===== src/rtl/led_matrix_scanner.sv =====
// Double-buffered 6x6 LED frame receiver and row scanner with blanking between rows.
// Optional BRIGHTNESS_PWM_EN adds a 4-bit brightness input that gates column data by PWM.
module led_matrix_scanner #(
    parameter int unsigned ROWS  = 6,
    parameter int unsigned COLS  = 6,
    parameter int unsigned DWELL = 1000,
    parameter int unsigned BLANK = 8
) (
    input  logic                   clock,
    input  logic                   reset,
    input  logic [ROWS*COLS-1:0]   leds,
    input  logic                   frame_valid,
`ifdef BRIGHTNESS_PWM_EN
    input  logic [3:0]             brightness,
`endif
    output logic                   frame_ready,
    output logic [ROWS-1:0]        row_sel,
    output logic [COLS-1:0]        col_data,
    output logic                   frame_done
);

    localparam int unsigned Frame  = ROWS * COLS;
    localparam int unsigned CntMax = (DWELL > BLANK) ? DWELL : BLANK;
    localparam int unsigned CntW   = (CntMax > 1) ? $clog2(CntMax) : 1;
    localparam int unsigned RowW   = (ROWS > 1) ? $clog2(ROWS) : 1;

    localparam logic [CntW-1:0] DwellLast = CntW'(DWELL - 1);
    localparam logic [CntW-1:0] BlankLast = CntW'(BLANK - 1);
    localparam logic [RowW-1:0] RowLast   = RowW'(ROWS - 1);

    typedef enum logic {StBlank, StDrive} state_e;

    state_e           state_q, state_d;
    logic [CntW-1:0]  cnt_q, cnt_d;
    logic [RowW-1:0]  row_q, row_d;
    logic [Frame-1:0] active_q, active_d;
    logic [Frame-1:0] pend_q, pend_d;
    logic             ready_q, ready_d;
    logic [ROWS-1:0]  row_sel_q, row_sel_d;
    logic [COLS-1:0]  col_data_q, col_data_d;
    logic             done_q, done_d;
    logic             accept;
    logic             end_of_frame;

`ifdef BRIGHTNESS_PWM_EN
    logic [3:0] pwm_q, pwm_d;
    logic       pwm_on;
`endif

    assign accept = frame_valid && ready_q;

    always_comb begin
        state_d      = state_q;
        cnt_d        = cnt_q + 1'b1;
        row_d        = row_q;
        active_d     = active_q;
        pend_d       = pend_q;
        ready_d      = ready_q;
        end_of_frame = 1'b0;

        unique case (state_q)
            StBlank: begin
                if (cnt_q == BlankLast) begin
                    state_d = StDrive;
                    cnt_d   = '0;
                end
            end
            StDrive: begin
                if (cnt_q == DwellLast) begin
                    state_d      = StBlank;
                    cnt_d        = '0;
                    end_of_frame = (row_q == RowLast);
                    row_d        = (row_q == RowLast) ? '0 : row_q + 1'b1;
                end
            end
            default: ;
        endcase

        // Accept only into an empty pending buffer; swap only out of a full one.
        if (accept) begin
            pend_d  = leds;
            ready_d = 1'b0;
        end
        if (end_of_frame && !ready_q) begin
            active_d = pend_q;
            ready_d  = 1'b1;
        end
    end

`ifdef BRIGHTNESS_PWM_EN
    assign pwm_d  = pwm_q + 4'd1;
    assign pwm_on = (brightness == 4'hF) || (pwm_q < brightness);
`endif

    // Pin registers follow the state register by one cycle.
    always_comb begin
        row_sel_d  = '0;
        col_data_d = '0;
        done_d     = end_of_frame;
        if (state_q == StDrive) begin
            row_sel_d  = ROWS'(1) << row_q;
            col_data_d = active_q[32'(row_q) * COLS +: COLS];
`ifdef BRIGHTNESS_PWM_EN
            if (!pwm_on) begin
                col_data_d = '0;
            end
`endif
        end
    end

    always_ff @(posedge clock) begin
        if (reset) begin
            state_q    <= StBlank;
            cnt_q      <= '0;
            row_q      <= '0;
            active_q   <= '0;
            pend_q     <= '0;
            ready_q    <= 1'b1;
            row_sel_q  <= '0;
            col_data_q <= '0;
            done_q     <= 1'b0;
        end else begin
            state_q    <= state_d;
            cnt_q      <= cnt_d;
            row_q      <= row_d;
            active_q   <= active_d;
            pend_q     <= pend_d;
            ready_q    <= ready_d;
            row_sel_q  <= row_sel_d;
            col_data_q <= col_data_d;
            done_q     <= done_d;
        end
    end

`ifdef BRIGHTNESS_PWM_EN
    always_ff @(posedge clock) begin
        if (reset) begin
            pwm_q <= '0;
        end else begin
            pwm_q <= pwm_d;
        end
    end
`endif

    assign frame_ready = ready_q;
    assign row_sel     = row_sel_q;
    assign col_data    = col_data_q;
    assign frame_done  = done_q;

endmodule


===== config.mk =====
export PLATFORM = sky130hd
export DESIGN_NAME = led_matrix_scanner
export DESIGN_NICKNAME = d
export VERILOG_FILES = /design/src/rtl/led_matrix_scanner.sv
export SDC_FILE = /design/constraint.sdc
export NUM_CORES = 1
export LEC_CHECK = 0
export ABC_AREA = 1
export BUFFER_PORTS_ARGS = -buffer_cell sky130_fd_sc_hd__buf_2
export CAP_MARGIN = 30
export CORE_UTILIZATION = 45
export CTS_CLUSTER_SIZE = 20
export DETAILED_ROUTE_END_ITERATION = 7
export PLACE_DENSITY_LB_ADDON = 0.3
export SLEW_MARGIN = 20
export SYNTH_ARGS = -nofsm -noshare
export SYNTH_HDL_FRONTEND = slang
export SYNTH_SLANG_ARGS = --single-unit

===== constraint.sdc =====
create_clock -name clock -period 1.65 [get_ports clock]
set_input_delay 0.0825 -clock clock [delete_from_list [all_inputs] [get_ports clock]]
set_output_delay 0.0825 -clock clock [all_outputs]
set_load 0.05 [all_outputs]

==> results of run 1 <==
## worst max-delay path: cells and delay by family (launching register included)
kind / cells / cell delay, ps
AND/OR/NAND/NOR: 6 / 700
buffers and inverters: 1 / 270
adder cells (fa/ha/maj): 1 / 140
flip-flops: 1 / 390
## worst max-delay path by stage
| stage | from | endpoint | slack (ps) | depth (start not counted) |
|---|---|---|---|---|
| 2_1_floorplan | frame_ready | pend_q[22] | 90 | 5 |
| 3_3_place_gp | cnt_q[0] | active_q[4] | 190 | 7 |
| 3_5_place_dp | cnt_q[0] | active_q[20] | 120 | 8 |
| 4_1_cts | cnt_q[0] | active_q[20] | 90 | 8 |
| 5_1_grt | cnt_q[0] | active_q[18] | -50 | 8 |
| 6_report | cnt_q[0] | active_q[18] | 70 | 8 |
## cell families after synthesis
logic type / share of synthesized area
flops: 0.505
compound gates: 0.0808
buf+inv: 0.0858
xor+xnor: 0.0133
fa+ha+maj: 0.00316
simple gates: 0.312
## layer usage
layer / routed length, um / part of all wire
met4: 180 / 0.020
met5: 0 / 0
met3: 366 / 0.041
met2: 4400 / 0.49
met1: 4020 / 0.45
## timing repair
action                                 CTS  global route
hold buffers                            37             1
buffers inserted                         0             2
endpoints found under the hold margin   41             1
resized for setup                        0             9
setup endpoints to repair                0            36
## through the flow
| stage | worst slack [ps] | cells | power [mW] | instance area [sq um] |
|---|---|---|---|---|
| 2_1_floorplan | 92.6 | 559 | 2.73 | 3970 |
| 3_3_place_gp | 194 | 700 | 2.83 | 4300 |
| 3_5_place_dp | 118 | 700 | 2.83 | 4300 |
| 4_1_cts | 90.3 | 753 | 4.39 | 4870 |
| 5_1_grt | -45.3 | 761 | 4.56 | 5010 |
| 6_report | 74.0 | 761 | 4.36 | 5010 |
## flip-flops by register name (all words and copies together), names as in the netlist
register,cells
frame_done,1
row_q,3
col_data,6
pend_q,36
cnt_q,10
state_q,1
active_q,36
row_sel,6
frame_ready,1
## where the power goes
part	switching, mW	internal, mW
combinational	0.153	0.159
clock	0.923	0.590
sequential	0.0483	2.49
total	1.12	3.24
## layout make-up
cell class / instances / area (sq um)
clock inverters: 7 / 71.3
multi-input cells: 381 / 1640
repair buffers: 104 / 836
well taps: 105 / 131
clock buffers: 9 / 124
fillers: 795 / 3370
inverters: 55 / 206
flip-flops and latches: 100 / 2010
## cells in the final DEF, fill, tap and decap left out, types with 4 or more instances in the layout
master                          instances
sky130_fd_sc_hd__nand3_1               11
sky130_fd_sc_hd__xor2_1                 6
sky130_fd_sc_hd__clkbuf_16              4
sky130_fd_sc_hd__buf_4                  7
sky130_fd_sc_hd__o22ai_1                6
sky130_fd_sc_hd__nor3_1                 5
sky130_fd_sc_hd__dfxtp_1               97
sky130_fd_sc_hd__nor2_1               168
sky130_fd_sc_hd__dlygate4sd3_1         38
sky130_fd_sc_hd__nand2_1              117
sky130_fd_sc_hd__inv_1                 51
sky130_fd_sc_hd__o21ai_0               50
sky130_fd_sc_hd__a21oi_1                5
sky130_fd_sc_hd__clkbuf_8               9
sky130_fd_sc_hd__buf_2                 52
==> PnR_summary.wiki, run 1 <==
{| class="wikitable"
! Metric !! Value
|-
| Outcome || finished clean
|-
| Power per cell area || just under 900 nW/um^2
|-
| Yosys reg bits || 100
|-
| Kind of end point of the critical path || register
|-
| Antenna Cells || 0
|-
| Cell with the biggest individual delay on the critical path || sky130_fd_sc_hd__dfxtp_4
|-
| Routed wire length per instance || 11.8 um
|-
| Die span in y || 95.9 um
|-
| WHS || around 470 ps
|-
| Sequential fraction of the synthesis area || 0.505
|-
| Worst Max-Slew Pin Slew || 484 ps
|-
| Synth cell count leaders || 168 x sky130_fd_sc_hd__nor2_1, 118 x sky130_fd_sc_hd__nand2_1, 100 x sky130_fd_sc_hd__dfxtp_1, 52 x sky130_fd_sc_hd__inv_1, 50 x sky130_fd_sc_hd__o21ai_0
|-
| Final worst path period share || 0.955
|-
| Most instantiated library cell after synthesis || sky130_fd_sc_hd__nor2_1
|-
| Number of global-route vias before repair || 3068
|-
| Antenna violations before repair || 0
|-
| Endpoint, Worst Hold || cnt_q[0]
|-
| Fraction of final layout cells with drive strength greater than 1 || 0.146
|-
| Startpoint of the tightest hold check path || cnt_q[0]
|-
| NumNets Final || roughly 690
|-
| TritonCTS clock tree || yes
|-
| CTS HTree Levels || 3
|-
| CP Cell Sequence || ha_4 -> nand2_2 -> nor2_4 -> nand4_4 -> clkbuf_16 -> nand2_1 -> nand2_1 -> nor2_1
|-
| Post-synthesis instance total || roughly 560
|-
| Initial DRC count || around 160
|-
| Area added between synthesis and finish || 26.5%
|-
| Maximum number of pins on one net before global-route repair || 76
|-
| Global route hottest layer || met2
|-
| Mean area per synthesized cell || 7.09 sq um
|-
| Total iterations of the first detailed-routing run || 7
|-
| End of the worst register-to-register path || active_q[18]
|-
| Routed via count || roughly 3500
|-
| Max Clock Freq || around 630 MHz
|-
| Hold Crit Depth || 1
|-
| GR Util met2 || 0.330
|-
| Final setup TNS || 0 ps
|-
| Final Max Slew Viols || 0
|-
| Startpoint type of the worst setup path || register
|-
| Grt total ovfl || 0
|-
| Critical Path AT || about 1900 ps
|-
| Latest clock arrival within the worst-skew pair || 380 ps
|-
| Number of top-level pins || 53
|-
| Root Buffer Master || sky130_fd_sc_hd__clkbuf_8
|-
| Clock input transition at the sequential cells of the worst setup and hold paths || ~100 ps
|-
| Area of the die || a little over 9000 sq um
|-
| Floorplan row count || 33
|-
| CTS Buf Count || 9
|-
| Crit path time final || around 1600 ps
|-
| Starting utilization of the core area || 0.473
|-
| Reported max-cap violation count || 0
|-
| Number of clock sinks || 100
|-
| Post-synthesis cell type with the largest combined area || sky130_fd_sc_hd__dfxtp_1
|-
| Horizontal die dimension || 95.9 um
|-
| Type of the tightest min-delay check || reg -> reg
|-
| Slew margin rel. || 0.676
|-
| DRC violation count after routing || 0
|-
| Reg-to-Reg Start || cnt_q[0]
|-
| Area share of the largest cell type after synthesis || 0.505
|-
| GR Layer Usage met1 || 0.230
|-
| Number of warnings printed during yosys synthesis || 0
|-
| Number of routed nets with antenna violations || 0
|-
| Met3 global-route usage || 0.0545
|-
| R2r setup slk || about 74 ps
|-
| Count of unique library cells instantiated by Yosys || 24
|-
| Count of endpoints failing setup in the final report || 0
|-
| Maximum clock insertion buffer count || 2
|-
| Crit path largest cell delay || around 400 ps
|-
| Overall track demand over capacity in global routing || 0.192
|-
| Routability congestion estimate || 0.826
|-
| Number of enable-type register cells in the synthesized netlist || 0
|-
| Cell types with the largest area share after synthesis || sky130_fd_sc_hd__dfxtp_1 50%, sky130_fd_sc_hd__nor2_1 16%, sky130_fd_sc_hd__nand2_1 11%
|-
| Setup Crit Path Kind || reg -> reg
|-
| Final clock skew || about 16 ps
|-
| Critical path peak fanout || 18
|-
| Final hold violation count || 0
|-
| Most used DFF post-synth || sky130_fd_sc_hd__dfxtp_1
|-
| Cell repeated most along the worst path || sky130_fd_sc_hd__nand2_1
|-
| Global-route wire length before repair || between 10 and 15 mm
|-
| Peak supply drop || 0.456 mV
|-
| Mapped cell area || approximately 4000 sq um
|-
| Synth async-reset ratio || 0
|-
| Placed wire-length estimate || roughly 5.3 mm
|-
| Routed wire length || about 9 mm
|-
| Leakage power total || 2.43 nW
|-
| Data required time at the worst endpoint || ~2000 ps
|-
| Net count after synthesis || around 600
|-
| Core outline area || approximately 8400 sq um
|-
| Number of cells on the worst reg-to-reg path || 8
|-
| # port buffers || 52
|-
| Number of vias per cell || 4.62
|-
| Fraction of the core area covered by cells at the end of the flow || 0.598
|}
Note: power is estimated with default switching activity, not from simulation.
==> inputs of run 2 (changes only) <==
--- a/config.mk
+++ b/config.mk
@@ -8,10 +8,12 @@
 export ABC_AREA = 1
 export BUFFER_PORTS_ARGS = -buffer_cell sky130_fd_sc_hd__buf_2
 export CAP_MARGIN = 30
+export CORE_MARGIN = 4
 export CORE_UTILIZATION = 45
 export CTS_CLUSTER_SIZE = 20
 export DETAILED_ROUTE_END_ITERATION = 7
 export PLACE_DENSITY_LB_ADDON = 0.3
+export SETUP_SLACK_MARGIN = 0.3
 export SLEW_MARGIN = 20
 export SYNTH_ARGS = -nofsm -noshare
 export SYNTH_HDL_FRONTEND = slang
==> PnR_summary.wiki, run 2 (synthesis results as in run 1) <==
{| class="wikitable"
! Metric !! Value
|-
| Outcome || finished clean
|-
| Die span in y || 102 um (+6.3%)
|-
| Number of global-route vias before repair || 3535 (+15%)
|-
| Number of routed nets with antenna violations || 0 (unchanged)
|-
| Horizontal die dimension || 102 um (+6.3%)
|-
| Routability congestion estimate || 0.869 (+5.3%)
|-
| Critical Path End || active_q[29]
|-
| Initial DRC count || 240 (+54%)
|-
| Filler cell count || 725 (-8.8%)
|-
| Routed via count || 3781 (+7.5%)
|-
| Slew margin rel. || 0.793 (+0.117)
|-
| Launching instance or port of the critical path || cnt_q[0]
|-
| Fraction of the core area covered by cells at the end of the flow || 0.642 (+0.0440)
|-
| Peak supply drop || 0.668 mV (+47%)
|-
| Critical Path AT || 1790 ps (-100 ps)
|-
| Hold Crit Depth || 3 (+2)
|-
| Top flop regs || active_q: 36 flops, pend_q: 36 flops, cnt_q: 10 flops
|-
| Power per cell area || 809 nW/um^2 (-7.0%)
|-
| Clock input transition at the sequential cells of the worst setup and hold paths || 90 ps (about the same)
|-
| Data required time at the worst endpoint || 1960 ps (about the same)
|-
| CTS HTree Levels || 3 (unchanged)
|-
| Number of clock sinks || 100 (unchanged)
|-
| Reg-to-Reg Start || cnt_q[0]
|-
| Type of the tightest min-delay check || in -> reg
|-
| Fraction of final layout cells with drive strength greater than 1 || 0.224 (+0.0780)
|-
| Global route hottest layer || met2
|-
| Antenna Cells || 0 (unchanged)
|-
| Grt total ovfl || 0 (unchanged)
|-
| Max Clock Freq || 676 MHz (+6.6%)
|-
| Leakage power total || 2.59 nW (+6.4%)
|-
| CTS Buf Count || 9 (unchanged)
|-
| GR Util met2 || 0.343 (+0.0128)
|-
| Area of the die || 10400 sq um (+13%)
|-
| Overall track demand over capacity in global routing || 0.198 (+0.00617)
|-
| Setup ws final || 171 ps (+97.0 ps)
|-
| Final setup TNS || 0 ps (unchanged)
|-
| Core outline area || 8380 sq um (unchanged)
|-
| Final hold violation count || 0 (unchanged)
|-
| Kind of end point of the critical path || register
|-
| End of the worst register-to-register path || active_q[29]
|-
| Met3 global-route usage || 0.0498 (-0.00467)
|-
| Pre-CTS worst setup slack || 188 ps (+69.9 ps)
|-
| Starting utilization of the core area || 0.473 (unchanged)
|-
| Crit path largest cell delay || 360 ps (-30 ps)
|-
| Area added between synthesis and finish || 35.8%
|-
| DRC violation count after routing || 0 (unchanged)
|-
| TritonCTS clock tree || yes
|-
| Global-route wire length before repair || 16.2 mm (+21%)
|-
| R2r setup slk || 170 ps (+100 ps)
|-
| Highest-count cells in the layout ignoring fill and taps || 151 x sky130_fd_sc_hd__nor2_1, 107 x sky130_fd_sc_hd__nand2_1, 89 x sky130_fd_sc_hd__dfxtp_1
|-
| Maximum clock insertion buffer count || 2 (unchanged)
|-
| Placed wire-length estimate || 5.65 mm (+6.2%)
|-
| WHS || 76.7 ps (-389 ps)
|-
| Critical path peak fanout || 9 (-9)
|-
| Final worst path period share || 0.896 (-0.0588)
|-
| Worst Max-Slew Pin Slew || 310 ps (-173 ps)
|-
| Setup repair after global routing missed its margin || yes
|-
| GR Layer Usage met1 || 0.244 (+0.0132)
|-
| Crit path time final || 1480 ps (-97.0 ps)
|-
| Latest clock arrival within the worst-skew pair || 370 ps (about the same)
|-
| Routed wire length || 10.2 mm (+13%)
|-
| Floorplan row count || 33 (unchanged)
|-
| Number of cells on the worst reg-to-reg path || 9 (+1)
|-
| Routed wire length per instance || 13.1 um (+11%)
|-
| Cell repeated most along the worst path || sky130_fd_sc_hd__nand2_2
|-
| Total iterations of the first detailed-routing run || 5 (-2)
|-
| CP Cell Sequence || ha_4 -> nand2_4 -> nor2_4 -> nand4_4 -> buf_12 -> buf_16 -> nand2_2 -> nand2_2 -> nor2_2
|-
| Startpoint type of the worst setup path || register
|-
| Count of endpoints failing setup in the final report || 0 (unchanged)
|-
| Most common library cell in the layout ignoring fill and taps || sky130_fd_sc_hd__nor2_1
|-
| Setup Crit Path Kind || reg -> reg
|-
| NumNets Final || 708 (+2.5%)
|-
| Reported max-cap violation count || 0 (unchanged)
|-
| Total chip power || 4.36 mW (-0.13%)
|-
| Number of vias per cell || 4.86 (+5.2%)
|-
| # port buffers || 52 (unchanged)
|-
| Number of top-level pins || 53 (unchanged)
|-
| Cell with the biggest individual delay on the critical path || sky130_fd_sc_hd__dfxtp_2
|-
| Root Buffer Master || sky130_fd_sc_hd__clkbuf_8
|-
| Final Max Slew Viols || 0 (unchanged)
|-
| Antenna violations before repair || 0 (unchanged)
|-
| Final clock skew || 8.23 ps (-8.03 ps)
|-
| Maximum number of pins on one net before global-route repair || 76 (unchanged)
|}
[run 2: power breakdown]
| part | internal [mW] | switching, mW |
|---|---|---|
| registers | 2.49 | 0.0512 |
| logic | 0.170 | 0.162 |
| clock network | 0.671 | 0.815 |
[run 2: area by class of cell]
cell class	instances	area [sq um]	area share
multi-input combinational	381	1740	0.324
sequential	100	2020	0.375
tap	105	131	0.0244
clock buffer	13	169	0.0314
timing repair buffer	121	1100	0.204
inverter	55	206	0.0383
clock inverter	3	20.0	0.00372
[run 2: worst min-delay path by stage]
stage	startpoint	end	slack [ps]
final	leds[13]	pend_q[13]	80
after global routing	leds[13]	pend_q[13]	70
after CTS	leds[13]	pend_q[13]	4
after detailed placement	frame_valid	frame_ready	310
after global placement	frame_valid	frame_ready	310
after floorplan	reset	row_q[0]	150
[run 2: stage by stage]
| stage | instances | cell area, sq um |
|---|---|---|
| floorplan | 559 | 3980 |
| finish | 778 | 5380 |
| detailed placement | 702 | 4320 |
| global route | 778 | 5380 |
| CTS | 772 | 5200 |
| global placement | 702 | 4320 |
[run 2: critical path, delay by kind of cell (launching register included)]
kind	cells	cell delay [ps]
simple gates	6	540
flops	1	360
fa+ha+maj	1	150
buf+inv	2	340
[run 2: per-layer routing]
metal  vias up  routed length [um]
met1      1701                4220
met2       119                5100
met3        29                 584
li1       1932                   -
met4         0                 256
met5         -                   0
[run 2: repair_timing]
action                                  4_1_cts  5_1_grt
pin swaps                                     6       11
resized for setup                            27       32
hold endpoints to repair                     41        0
buffers inserted                             11        2
hold buffers                                 38        0
endpoints found under the setup margin       50       69
cloned                                        5        4
==> inputs of run 3 (changes only) <==
--- a/config.mk
+++ b/config.mk
@@ -12,6 +12,7 @@
 export CORE_UTILIZATION = 45
 export CTS_CLUSTER_SIZE = 20
 export DETAILED_ROUTE_END_ITERATION = 7
+export HOLD_SLACK_MARGIN = 0.1
 export PLACE_DENSITY_LB_ADDON = 0.3
 export SETUP_SLACK_MARGIN = 0.3
 export SLEW_MARGIN = 20
==> PnR_summary.wiki, run 3 (synthesis results as in run 1) <==
{| class="wikitable"
! Metric !! Value
|-
| Outcome || finished clean
|-
| Floorplan row count || 33 (unchanged)
|-
| NumNets Final || 709 (+0.14%)
|-
| CTS HTree Levels || 3 (unchanged)
|-
| Number of vias per cell || 4.87 (+0.11%)
|-
| Slew margin rel. || 0.792 (-0.00125)
|-
| Number of global-route vias before repair || 3535 (unchanged)
|-
| Crit path time final || 1480 ps (+5.54 ps)
|-
| Routed via count || 3790 (+0.24%)
|-
| Kind of end point of the critical path || register
|-
| Area of the multi-input gates || 1740 sq um (unchanged)
|-
| Root Buffer Master || sky130_fd_sc_hd__clkbuf_8
|-
| CTS Buf Count || 9 (unchanged)
|-
| Initial DRC count || 209 (-13%)
|-
| R2r setup slk || 170 ps (about the same)
|-
| CP Cell Sequence || ha_4 -> nand2_4 -> nor2_4 -> nand4_4 -> buf_12 -> clkbuf_16 -> nor2_2 -> nor2_1
|-
| Final hold violation count || 0 (unchanged)
|-
| Final worst path period share || 0.900 (+0.00336)
|-
| Peak supply drop || 0.670 mV (+0.26%)
|-
| Final clock skew || 8.39 ps (+0.157 ps)
|-
| Most common library cell in the layout ignoring fill and taps || sky130_fd_sc_hd__nor2_1
|-
| Setup repair after global routing missed its margin || yes
|-
| Final setup TNS || 0 ps (unchanged)
|-
| DRC violation count after routing || 0 (unchanged)
|-
| Setup Crit Path Kind || reg -> reg
|-
| # port buffers || 52 (unchanged)
|-
| Clock input transition at the sequential cells of the worst setup and hold paths || 90 ps (about the same)
|-
| Maximum clock insertion buffer count || 2 (unchanged)
|-
| Grt total ovfl || 0 (unchanged)
|-
| Placed wire-length estimate || 5.65 mm (unchanged)
|-
| Total iterations of the first detailed-routing run || 5 (unchanged)
|-
| Overall track demand over capacity in global routing || 0.198 (unchanged)
|-
| Leakage power total || 2.59 nW (+0.16%)
|-
| Routed wire length || 10.2 mm (+0.49%)
|-
| Final Max Slew Viols || 0 (unchanged)
|-
| Latest clock arrival within the worst-skew pair || 370 ps (about the same)
|-
| Worst Max-Slew Pin Slew || 312 ps (+1.87 ps)
|-
| Area added between synthesis and finish || 36.0%
|-
| Reported max-cap violation count || 0 (unchanged)
|-
| Antenna violations before repair || 0 (unchanged)
|-
| Area taken by flip-flops and latches || 2020 sq um (unchanged)
|-
| Antenna Cells || 0 (unchanged)
|-
| Top flop regs || active_q: 36 flops, pend_q: 36 flops, cnt_q: 10 flops
|-
| Reg-to-Reg Start || cnt_q[0]
|-
| Fin area || 5390 sq um (+0.19%)
|-
| Hold Crit Depth || 3 (unchanged)
|-
| TritonCTS clock tree || yes
|-
| Global-route wire length before repair || 16.2 mm (about the same)
|-
| Starting utilization of the core area || 0.473 (unchanged)
|-
| Total chip power || 4.36 mW (+0.15%)
|-
| Count of endpoints failing setup in the final report || 0 (unchanged)
|-
| Filler cell count || 724 (-0.14%)
|-
| Core outline area || 8380 sq um (unchanged)
|-
| Crit path largest cell delay || 360 ps (about the same)
|-
| Area after DPL || 4320 sq um (unchanged)
|-
| Routed wire length per instance || 13.1 um (+0.36%)
|-
| Power per cell area || 809 nW/um^2 (about the same)
|-
| Data required time at the worst endpoint || 1920 ps (-40 ps)
|-
| Area of the die || 10400 sq um (unchanged)
|-
| Routability congestion estimate || 0.869 (unchanged)
|-
| Endpoint, Worst Hold || frame_ready
|-
| Cell with the biggest individual delay on the critical path || sky130_fd_sc_hd__dfxtp_2
|-
| Number of clock sinks || 100 (unchanged)
|-
| Startpoint type of the worst setup path || register
|-
| Startpoint of the tightest hold check path || frame_valid
|-
| Number of routed nets with antenna violations || 0 (unchanged)
|-
| Number of top-level pins || 53 (unchanged)
|-
| Critical path peak fanout || 9 (unchanged)
|-
| Critical Path AT || 1760 ps (-30 ps)
|-
| Type of the tightest min-delay check || in -> reg
|-
| Horizontal die dimension || 102 um (unchanged)
|-
| Max Clock Freq || 674 MHz (-0.37%)
|-
| End of the worst register-to-register path || active_q[22]
|-
| Highest-count cells in the layout ignoring fill and taps || 151 x sky130_fd_sc_hd__nor2_1, 107 x sky130_fd_sc_hd__nand2_1, 89 x sky130_fd_sc_hd__dfxtp_1
|-
| Number of cells on the worst reg-to-reg path || 8 (-1)
|-
| Maximum number of pins on one net before global-route repair || 76 (unchanged)
|-
| Fraction of final layout cells with drive strength greater than 1 || 0.224 (-0.000333)
|-
| Die span in y || 102 um (unchanged)
|}
run 3: cell count changes in the layout (fill, tap and decap cells not counted), sizes merged:
cell         delta
dlygate4sd3     +1
run 3: layer usage:
metal / GRT usage / vias up / routed length (um)
li1: - / 1932 / -
met1: 0.243 / 1692 / 4180
met2: 0.343 / 136 / 5100
met3: 0.0498 / 30 / 683
met4: 0.0595 / 0 / 246
met5: 0 / - / 0
run 3: worst max-delay path by stage:
stage | endpoint | from | depth (start not counted) | slack (ps)
after global placement | active_q[18] | cnt_q[0] | 7 | 230
final | active_q[22] | cnt_q[0] | 8 | 170
after global routing | active_q[18] | cnt_q[0] | 9 | 80
after floorplan | active_q[0] | cnt_q[0] | 7 | 270
after detailed placement | active_q[18] | cnt_q[0] | 7 | 190
after CTS | active_q[20] | cnt_q[1] | 9 | 250
run 3: layout make-up:
type / instances / area share
clock inverters: 3 / 0.00371
repair buffers: 122 / 0.205
inverters: 55 / 0.0383
clock buffers: 13 / 0.0313
multi-input cells: 381 / 0.323
flip-flops and latches: 100 / 0.374
well taps: 105 / 0.0244
run 3: timing repair:
item                                    CTS  global route
hold endpoints to repair                 43             0
resized for setup                        27            33
cloned                                    5             4
endpoints found under the setup margin   50            68
hold buffers                             39             0
pin swaps                                 6            11
setup buffers                            11             2
run 3: worst max-delay path: cells and delay by family (launching register included):
kind	cells	cell delay, ps
buffers and inverters	2	360
adders and majority gates	1	150
DFF	1	360
and+or+nand+nor	5	480
run 3: metrics by stage:
| step | setup slack (ps) | hold WS [ps] | std cells | util |
|---|---|---|---|---|
| after CTS | 255 | 463 | 773 | 0.621 |
| after detailed placement | 188 | 312 | 702 | 0.515 |
| final | 165 | 469 | 779 | 0.644 |
| after floorplan | 274 | 152 | 559 | - |
| after global routing | 81.5 | 481 | 779 | 0.644 |
| after global placement | 230 | 310 | 702 | 0.515 |
run 3: where the power goes:
group / internal [mW] / switching, mW / total, mW
registers: 2.49 / 0.0513 / 2.54
clock network: 0.671 / 0.819 / 1.49
logic: 0.172 / 0.162 / 0.334
